===== config.mk =====
export PLATFORM = sky130hd
export DESIGN_NAME = multicycle_control_unit_flat
export DESIGN_NICKNAME = d
export VERILOG_FILES = /design/src/rtl/multicycle_control_unit_if.sv /design/src/rtl/multicycle_control_unit.sv /design/src/flat_wrapper.sv
export SDC_FILE = /design/constraint.sdc
export NUM_CORES = 1
export LEC_CHECK = 0
export ABC_AREA = 1
export ABC_CLOCK_PERIOD_IN_PS = 2300
export BUFFER_PORTS_ARGS = -buffer_cell sky130_fd_sc_hd__buf_2
export CAP_MARGIN = 0
export CORE_AREA = 5 5 64 66
export DETAILED_ROUTE_END_ITERATION = 6
export DIE_AREA = 0 0 69 71
export GPL_ROUTABILITY_DRIVEN = 0
export HOLD_SLACK_MARGIN = 0.08
export PLACE_DENSITY_LB_ADDON = 0.1
export SLEW_MARGIN = 20
export SYNTH_ARGS = -nofsm -noshare
export SYNTH_HDL_FRONTEND = slang
export SYNTH_SLANG_ARGS = --single-unit

===== constraint.sdc =====
create_clock -name clk -period 2.3 [get_ports clk]
set_clock_uncertainty 0.1 [all_clocks]
set_input_delay 0.115 -clock clk [delete_from_list [all_inputs] [get_ports clk]]
set_output_delay 0.115 -clock clk [all_outputs]
set_load 0.01 [all_outputs]

===== src/rtl/multicycle_control_unit_if.sv =====
`default_nettype none
// ============================================================================
// Module   : multicycle_control_unit_if
// Purpose  : Shared memory-port handshake between the multi-cycle control
//            unit (master) and the memory/datapath side (slave).
// Signals  : mem_ready - memory completes the current read/write this cycle
//            IorD      - 0 = address from PC, 1 = address from ALU result
//            MemRead   - memory read request
//            MemWrite  - memory write request
// Revision : 1.0 - initial release
// ============================================================================
interface multicycle_control_unit_if;
  logic mem_ready;
  logic IorD;
  logic MemRead;
  logic MemWrite;

  modport master (
    input  mem_ready,
    output IorD,
    output MemRead,
    output MemWrite
  );

  modport slave (
    output mem_ready,
    input  IorD,
    input  MemRead,
    input  MemWrite
  );
endinterface
`default_nettype wire


===== src/rtl/multicycle_control_unit.sv =====
`default_nettype none
// ============================================================================
// Module   : multicycle_control_unit
// Purpose  : Control FSM for the multi-cycle RV32I core. Sequences each
//            instruction through FETCH/DECODE/EXEC/MEM/WB over one shared
//            memory port with a ready handshake, and emits the datapath
//            control set plus sequencing strobes.
// Params   : MEM_TIMEOUT - max wait cycles on mem_ready in FETCH/MEM before
//                          bus_error (0 = never time out)
// Macro    : MULTICYCLE_PERF_EN - adds cycle_count / instret_count ports
// Ports    : clk, reset        - clock, synchronous active-high reset
//            Opcode, funct3    - instruction fields from the IR
//            mem_bus (master)  - mem_ready / IorD / MemRead / MemWrite
//            IRWrite, PCWrite, ALUSrc, MemtoReg, RegWrite, ALUOp[1:0]
//            BEQ..BGEU, JAL, JALR - branch / jump selects
//            instr_done        - one-cycle retirement pulse
//            illegal_instr     - sticky unsupported-instruction flag
//            bus_error         - sticky memory-timeout flag
//            state[2:0]        - 0 FETCH,1 DECODE,2 EXEC,3 MEM,4 WB,5 HALT
//            cycle_count, instret_count (MULTICYCLE_PERF_EN only)
// Revision : 1.0 - initial release
// ============================================================================
module multicycle_control_unit #(
  parameter int MEM_TIMEOUT = 15
) (
  input  logic                              clk,
  input  logic                              reset,
  input  logic [6:0]                        Opcode,
  input  logic [2:0]                        funct3,
  multicycle_control_unit_if.master         mem_bus,
  output logic                              IRWrite,
  output logic                              PCWrite,
  output logic                              ALUSrc,
  output logic                              MemtoReg,
  output logic                              RegWrite,
  output logic [1:0]                        ALUOp,
  output logic                              BEQ,
  output logic                              BNE,
  output logic                              BLT,
  output logic                              BGE,
  output logic                              BLTU,
  output logic                              BGEU,
  output logic                              JAL,
  output logic                              JALR,
  output logic                              instr_done,
  output logic                              illegal_instr,
  output logic                              bus_error,
  output logic [2:0]                        state
`ifdef MULTICYCLE_PERF_EN
  ,
  output logic [31:0]                       cycle_count,
  output logic [31:0]                       instret_count
`endif
);

  // --------------------------------------------------------------------------
  // Constants
  // --------------------------------------------------------------------------
  localparam logic [6:0] c_opc_r      = 7'b0110011;
  localparam logic [6:0] c_opc_i_alu  = 7'b0010011;
  localparam logic [6:0] c_opc_load   = 7'b0000011;
  localparam logic [6:0] c_opc_store  = 7'b0100011;
  localparam logic [6:0] c_opc_branch = 7'b1100011;
  localparam logic [6:0] c_opc_jal    = 7'b1101111;
  localparam logic [6:0] c_opc_jalr   = 7'b1100111;
  localparam logic [6:0] c_opc_lui    = 7'b0110111;
  localparam logic [6:0] c_opc_auipc  = 7'b0010111;

  // Counter wide enough to hold MEM_TIMEOUT itself.
  localparam int WAIT_W = (MEM_TIMEOUT > 0) ? $clog2(MEM_TIMEOUT + 1) : 1;

  typedef enum logic [2:0] {
    S_FETCH  = 3'd0,
    S_DECODE = 3'd1,
    S_EXEC   = 3'd2,
    S_MEM    = 3'd3,
    S_WB     = 3'd4,
    S_HALT   = 3'd5
  } state_t;

  // Moore part of the control set; br is {BEQ,BNE,BLT,BGE,BLTU,BGEU}.
  typedef struct packed {
    logic       iord;
    logic       mem_read;
    logic       mem_write;
    logic       alu_src;
    logic       mem_to_reg;
    logic       reg_write;
    logic       pc_write;
    logic       instr_done;
    logic [1:0] alu_op;
    logic [5:0] br;
    logic       jal;
    logic       jalr;
  } ctrl_t;

  // --------------------------------------------------------------------------
  // Decode helpers
  // --------------------------------------------------------------------------
  function automatic logic is_legal(input logic [6:0] op, input logic [2:0] f3);
    logic ok;
    ok = 1'b0;
    case (op)
      c_opc_r, c_opc_i_alu, c_opc_load, c_opc_store,
      c_opc_jal, c_opc_jalr, c_opc_lui, c_opc_auipc: ok = 1'b1;
      c_opc_branch: ok = (f3 != 3'b010) && (f3 != 3'b011);
      default:      ok = 1'b0;
    endcase
    return ok;
  endfunction

  // Control set for a given state; FETCH/DECODE do not look at op/f3.
  function automatic ctrl_t ctrl_decode(input state_t s, input logic [6:0] op,
                                        input logic [2:0] f3);
    ctrl_t c;
    c = '0;
    case (s)
      S_FETCH: c.mem_read = 1'b1;
      S_EXEC: begin
        case (op)
          c_opc_load, c_opc_store, c_opc_jalr, c_opc_lui, c_opc_auipc: begin
            c.alu_op  = 2'b00;
            c.alu_src = 1'b1;
          end
          c_opc_i_alu: begin
            c.alu_op  = 2'b11;
            c.alu_src = 1'b1;
          end
          c_opc_r: c.alu_op = 2'b10;
          c_opc_branch: begin
            c.alu_op     = 2'b01;
            c.pc_write   = 1'b1;
            c.instr_done = 1'b1;
            case (f3)
              3'b000:  c.br = 6'b100000;
              3'b001:  c.br = 6'b010000;
              3'b100:  c.br = 6'b001000;
              3'b101:  c.br = 6'b000100;
              3'b110:  c.br = 6'b000010;
              3'b111:  c.br = 6'b000001;
              default: c.br = 6'b000000;
            endcase
          end
          default: c.alu_op = 2'b00;
        endcase
        c.jal  = (op == c_opc_jal);
        c.jalr = (op == c_opc_jalr);
      end
      S_MEM: begin
        c.iord      = 1'b1;
        c.mem_read  = (op == c_opc_load);
        c.mem_write = (op == c_opc_store);
      end
      S_WB: begin
        c.reg_write  = 1'b1;
        c.mem_to_reg = (op == c_opc_load);
        c.pc_write   = 1'b1;
        c.instr_done = 1'b1;
        c.jal        = (op == c_opc_jal);
        c.jalr       = (op == c_opc_jalr);
      end
      default: c = '0;
    endcase
    return c;
  endfunction

  // --------------------------------------------------------------------------
  // State
  // --------------------------------------------------------------------------
  state_t              state_q, state_d;
  logic [6:0]          opc_q, opc_d;
  logic [2:0]          f3_q, f3_d;
  logic [WAIT_W-1:0]   wait_q, wait_d;
  logic                illegal_q, illegal_d;
  logic                bus_err_q, bus_err_d;
  ctrl_t               ctrl_q, ctrl_d;

  logic                w_timeout;
  logic                w_store_done;
  logic                w_instr_done;

  // mem_ready in the same cycle as the limit wins over the timeout.
  assign w_timeout = (MEM_TIMEOUT != 0) && (wait_q == WAIT_W'(MEM_TIMEOUT)) &&
                     !mem_bus.mem_ready;

  // Store completion is the only retirement that depends on the handshake.
  assign w_store_done = (state_q == S_MEM) && (opc_q == c_opc_store) &&
                        mem_bus.mem_ready;
  assign w_instr_done = ctrl_q.instr_done || w_store_done;

  always_comb begin
    state_d   = state_q;
    opc_d     = opc_q;
    f3_d      = f3_q;
    wait_d    = wait_q;
    illegal_d = illegal_q;
    bus_err_d = bus_err_q;

    case (state_q)
      S_FETCH: begin
        if (mem_bus.mem_ready) begin
          state_d = S_DECODE;
        end else if (w_timeout) begin
          state_d   = S_HALT;
          bus_err_d = 1'b1;
        end else begin
          wait_d = wait_q + WAIT_W'(1);
        end
      end
      S_DECODE: begin
        opc_d = Opcode;
        f3_d  = funct3;
        if (is_legal(Opcode, funct3)) begin
          state_d = S_EXEC;
        end else begin
          state_d   = S_HALT;
          illegal_d = 1'b1;
        end
      end
      S_EXEC: begin
        if (opc_q == c_opc_branch) begin
          state_d = S_FETCH;
        end else if ((opc_q == c_opc_load) || (opc_q == c_opc_store)) begin
          state_d = S_MEM;
        end else begin
          state_d = S_WB;
        end
      end
      S_MEM: begin
        if (mem_bus.mem_ready) begin
          state_d = (opc_q == c_opc_store) ? S_FETCH : S_WB;
        end else if (w_timeout) begin
          state_d   = S_HALT;
          bus_err_d = 1'b1;
        end else begin
          wait_d = wait_q + WAIT_W'(1);
        end
      end
      S_WB:    state_d = S_FETCH;
      S_HALT:  state_d = S_HALT;
      default: state_d = S_HALT;
    endcase

    // Every memory-waiting state starts its wait budget from zero.
    if ((state_d != state_q) && ((state_d == S_FETCH) || (state_d == S_MEM))) begin
      wait_d = '0;
    end

    // Outputs are registered: decode the state being entered.
    ctrl_d = ctrl_decode(state_d, opc_d, f3_d);
  end

  always_ff @(posedge clk) begin
    if (reset) begin
      state_q   <= S_FETCH;
      opc_q     <= '0;
      f3_q      <= '0;
      wait_q    <= '0;
      illegal_q <= 1'b0;
      bus_err_q <= 1'b0;
      ctrl_q    <= ctrl_decode(S_FETCH, 7'd0, 3'd0);
    end else begin
      state_q   <= state_d;
      opc_q     <= opc_d;
      f3_q      <= f3_d;
      wait_q    <= wait_d;
      illegal_q <= illegal_d;
      bus_err_q <= bus_err_d;
      ctrl_q    <= ctrl_d;
    end
  end

  // --------------------------------------------------------------------------
  // Outputs, all held at zero while reset is asserted
  // --------------------------------------------------------------------------
  always_comb begin
    mem_bus.IorD     = 1'b0;
    mem_bus.MemRead  = 1'b0;
    mem_bus.MemWrite = 1'b0;
    IRWrite          = 1'b0;
    PCWrite          = 1'b0;
    ALUSrc           = 1'b0;
    MemtoReg         = 1'b0;
    RegWrite         = 1'b0;
    ALUOp            = 2'b00;
    {BEQ, BNE, BLT, BGE, BLTU, BGEU} = 6'b000000;
    JAL              = 1'b0;
    JALR             = 1'b0;
    instr_done       = 1'b0;
    illegal_instr    = 1'b0;
    bus_error        = 1'b0;
    state            = 3'd0;
    if (!reset) begin
      mem_bus.IorD     = ctrl_q.iord;
      mem_bus.MemRead  = ctrl_q.mem_read;
      mem_bus.MemWrite = ctrl_q.mem_write;
      IRWrite          = (state_q == S_FETCH) && mem_bus.mem_ready;
      PCWrite          = ctrl_q.pc_write || w_store_done;
      ALUSrc           = ctrl_q.alu_src;
      MemtoReg         = ctrl_q.mem_to_reg;
      RegWrite         = ctrl_q.reg_write;
      ALUOp            = ctrl_q.alu_op;
      {BEQ, BNE, BLT, BGE, BLTU, BGEU} = ctrl_q.br;
      JAL              = ctrl_q.jal;
      JALR             = ctrl_q.jalr;
      instr_done       = w_instr_done;
      illegal_instr    = illegal_q;
      bus_error        = bus_err_q;
      state            = state_q;
    end
  end

  // --------------------------------------------------------------------------
  // Optional performance counters
  // --------------------------------------------------------------------------
`ifdef MULTICYCLE_PERF_EN
  logic [31:0] cyc_cnt_q, cyc_cnt_d;
  logic [31:0] ret_cnt_q, ret_cnt_d;

  always_comb begin
    cyc_cnt_d = cyc_cnt_q;
    ret_cnt_d = ret_cnt_q;
    if (state_q != S_HALT) begin
      cyc_cnt_d = cyc_cnt_q + 32'd1;
    end
    if (w_instr_done) begin
      ret_cnt_d = ret_cnt_q + 32'd1;
    end
  end

  always_ff @(posedge clk) begin
    if (reset) begin
      cyc_cnt_q <= '0;
      ret_cnt_q <= '0;
    end else begin
      cyc_cnt_q <= cyc_cnt_d;
      ret_cnt_q <= ret_cnt_d;
    end
  end

  assign cycle_count   = reset ? 32'd0 : cyc_cnt_q;
  assign instret_count = reset ? 32'd0 : ret_cnt_q;
`else
  // Counters are not built; nothing else depends on them.
`endif

endmodule
`default_nettype wire

===== src/flat_wrapper.sv =====
// flat-port wrapper written by rule: the top's interface ports become plain ports
module multicycle_control_unit_flat 
#(
  parameter int MEM_TIMEOUT = 15
)
  (clk, reset, Opcode, funct3, IRWrite, PCWrite, ALUSrc, MemtoReg, RegWrite, ALUOp, BEQ, BNE, BLT, BGE, BLTU, BGEU, JAL, JALR, instr_done, illegal_instr, bus_error, state, mem_bus_mem_ready, mem_bus_IorD, mem_bus_MemRead, mem_bus_MemWrite);
  multicycle_control_unit_if mem_bus_i ();
  input  logic clk;
  input  logic reset;
  input  logic [6:0] Opcode;
  input  logic [2:0] funct3;
  output logic IRWrite;
  output logic PCWrite;
  output logic ALUSrc;
  output logic MemtoReg;
  output logic RegWrite;
  output logic [1:0] ALUOp;
  output logic BEQ;
  output logic BNE;
  output logic BLT;
  output logic BGE;
  output logic BLTU;
  output logic BGEU;
  output logic JAL;
  output logic JALR;
  output logic instr_done;
  output logic illegal_instr;
  output logic bus_error;
  output logic [2:0] state;
  input wire logic [$bits(mem_bus_i.mem_ready)-1:0] mem_bus_mem_ready;
  output wire logic [$bits(mem_bus_i.IorD)-1:0] mem_bus_IorD;
  output wire logic [$bits(mem_bus_i.MemRead)-1:0] mem_bus_MemRead;
  output wire logic [$bits(mem_bus_i.MemWrite)-1:0] mem_bus_MemWrite;
  assign mem_bus_i.mem_ready = mem_bus_mem_ready;
  assign mem_bus_IorD = mem_bus_i.IorD;
  assign mem_bus_MemRead = mem_bus_i.MemRead;
  assign mem_bus_MemWrite = mem_bus_i.MemWrite;
  multicycle_control_unit #(.MEM_TIMEOUT(MEM_TIMEOUT)) u_core (.clk(clk), .reset(reset), .Opcode(Opcode), .funct3(funct3), .mem_bus(mem_bus_i), .IRWrite(IRWrite), .PCWrite(PCWrite), .ALUSrc(ALUSrc), .MemtoReg(MemtoReg), .RegWrite(RegWrite), .ALUOp(ALUOp), .BEQ(BEQ), .BNE(BNE), .BLT(BLT), .BGE(BGE), .BLTU(BLTU), .BGEU(BGEU), .JAL(JAL), .JALR(JALR), .instr_done(instr_done), .illegal_instr(illegal_instr), .bus_error(bus_error), .state(state));
endmodule

==> impl_metrics.tcl <==
set metrics [dict create \
    status "finished, final reports clean" \
    coreArea_um2 3523 \
    clockBufferDepth 2 \
    tightestPinTransition_ns 0.4497 \
    fmaxAchievable_mhz 501.3 \
    dr.first_iter.drc_count 76 \
    crit_type "flop to flop" \
    min_period_ns 1.995 \
    cts.sinks 36 \
    ys_seq_area_share_pct 40.17 \
    finalNonFillerCells 370 \
    layout-drive-gt1-share_pct 19.88 \
    antennaDiodeCount 0 \
    ant_nets 0 \
    routed_via_density 4.600 \
    crit_fanout 6 \
    layout_common_cells "nor2_1 (64), inv_1 (50), nand2_1 (50)" \
    tritoncts "built" \
    fin_nets 335 \
    crit_required_ns 2.44 \
    critPathLaunch "u_core.wait_q[0]" \
    yosys.area.top_type "dfxtp_1" \
    ys_ff_latch 36 \
    crit_path_start_kind "flop" \
    slowest_delay_ns 0.39 \
    cpMaxStageDelayCell "a21oi_1" \
    ctsHtreeMaxLevel 2 \
    cp_common_cell "nand2_1" \
    min_from "reset" \
    fin_crit_sh_pct 86.73 \
    antenna_found_initial 0 \
    io_pins 37 \
    cp-end-kind "flop" \
    grt_max_degree 25 \
    whs_ns 0.09791 \
    grt_first_pass_wirelength_um 6693 \
    hp-class "input pin to flop" \
    areaGrowthSynthToFinish_pct 21.20 \
    synth_warnings 0 \
    final_common_cell "nor2_1" \
    hold_viol 0 \
    place_inst 353 \
    clockRootBuffer "clkbuf_4" \
    syn_nets 288 \
    cp.arrival_ns 2.13 \
    p_leak_nw 1.124 \
    drt_wl_total_um 3757 \
    rsz0062_at_grt "false" \
    path_cells "ha_1, nand3_1, nand2_1, inv_1, a21oi_1, nand2_1, nand2_1, nand3_1, nand2_1, a21oi_1" \
    synth_cell_type_count 30 \
    drc_errors 0 \
    rrSetupSlack_ns 0.31 \
    dieArea_um2 4899 \
    syn_area_per_cell_um2 6.548 \
    fp.dieW_um 69 \
    drv_slew 0 \
    numCtsBuffers 5 \
    via_count 1702 \
    reg2reg_from "u_core.wait_q[0]" \
    die_h_um 71 \
    grt_pass1_vias 1544 \
    grtUsageTotal_pct 16.52 \
    setup_viol_count_final 0 \
    postSynthCellCount 274 \
    dp_hpwl_um 2835 \
    cts-resized-gates 0 \
    slew_headroom_pct 70.02 \
    num_rows 22 \
    clk_latency_ns 0.34 \
    synthTopCellsByArea "dfxtp_1 (40%), nor2_1 (13%), inv_1 (10%), nand2_1 (10%), nand3_1 (4.5%)" \
    dr.pass1.iters 4 \
    synth_area_um2 1794 \
    io_buffers 36 \
    grt_overflow 0 \
    wire_per_inst_um 10.15 \
    netlist.area_leader.share_pct 40.17 \
    finalSetupTns_ns 0 \
    drv_cap 0 \
    vdd_drop_max_uv 459.5 \
    p_per_area_nw_per_um2 746.7 \
    path_clk_slew_ns 0.11 \
    initial_core_util_pct 50.92 \
]
worst max-delay path, delay by kind of cell, from the launching register on:
kind                       cells  cell delay (ns)
DFF                            1             0.38
and+or+nand+nor                6             0.69
buffers and inverters          1             0.06
adders and majority gates      1             0.18
AOI/OAI and AO/OA              2             0.47
final cells by class:
class | instances | area [um2]
clock buffer | 6 | 41.29
tap | 48 | 60.06
multi-input combinational | 177 | 830.8
sequential | 36 | 720.7
clock inverter | 2 | 35.03
timing repair buffer | 46 | 277.8
inverter | 55 | 209.0
fill | 375 | 1349
stage by stage:
stage | power [W] | instance area, um2 | util, % | setup slack (ns)
after floorplan | 0.001098 | 1794 | - | 0.5984
after global placement | 0.001185 | 2008 | 57.00 | 0.4372
after detailed placement | 0.001186 | 2008 | 57.00 | 0.3478
after CTS | 0.001632 | 2175 | 61.72 | 0.3212
after global routing | 0.001733 | 2175 | 61.72 | 0.1380
final | 0.001624 | 2175 | 61.72 | 0.3052
power breakdown:
group	switching (W)	internal (W)
clock network	0.000208	0.000228
logic	0.000298	0.000163
registers	0.0000392	0.000688
worst paths after layout:
kind	cells after the start	to
setup / recovery	10	u_core.wait_q[2]
hold / removal	2	u_core.opc_q[3]
hold reg to reg	2	u_core.bus_err_q
setup reg to reg	10	u_core.wait_q[2]
cells by family after synthesis:
family	Yosys count	share of synthesized area (%)
buf+inv	61	13.53
fa+ha+maj	1	0.6972
simple gates	144	34.38
flops	36	40.17
compound gates	27	8.577
mux	2	1.185
xor+xnor	3	1.465
timing repair:
| action | CTS | global route |
|---|---|---|
| buffers inserted | 0 | 0 |
| hold buffers | 9 | 0 |
| hold endpoints to repair | 15 | 0 |
flip-flops by register name, indices dropped and copies added (netlist names):
signal	cells
u_core.bus_err_q	1
u_core.ctrl_q	17
u_core.state_q	3
u_core.illegal_q	1
u_core.wait_q	4
u_core.opc_q	7
u_core.f3_q	3
metal layers:
| layer | track usage (%) | vias up | share of wire, % |
|---|---|---|---|
| met5 | 0 | - | 0 |
| met4 | 4.989 | 0 | 1.9 |
| met3 | 5.966 | 6 | 7.2 |
| met2 | 26.59 | 48 | 42 |
| met1 | 20.75 | 726 | 49 |
| li1 | - | 922 | - |
cell usage after synthesis, drive strengths merged:
master	number
nor2	68
inv	55
nand2	52
dfxtp	36
nand3	17
a21oi	14
o21ai	13
buf	5
nand4	2
nor3	2
or2	2
xnor2	2
clkbuf	1
ha	1
mux2	1
mux2i	1
nand3b	1
xor2	1
(Power assumes the default switching activity.)
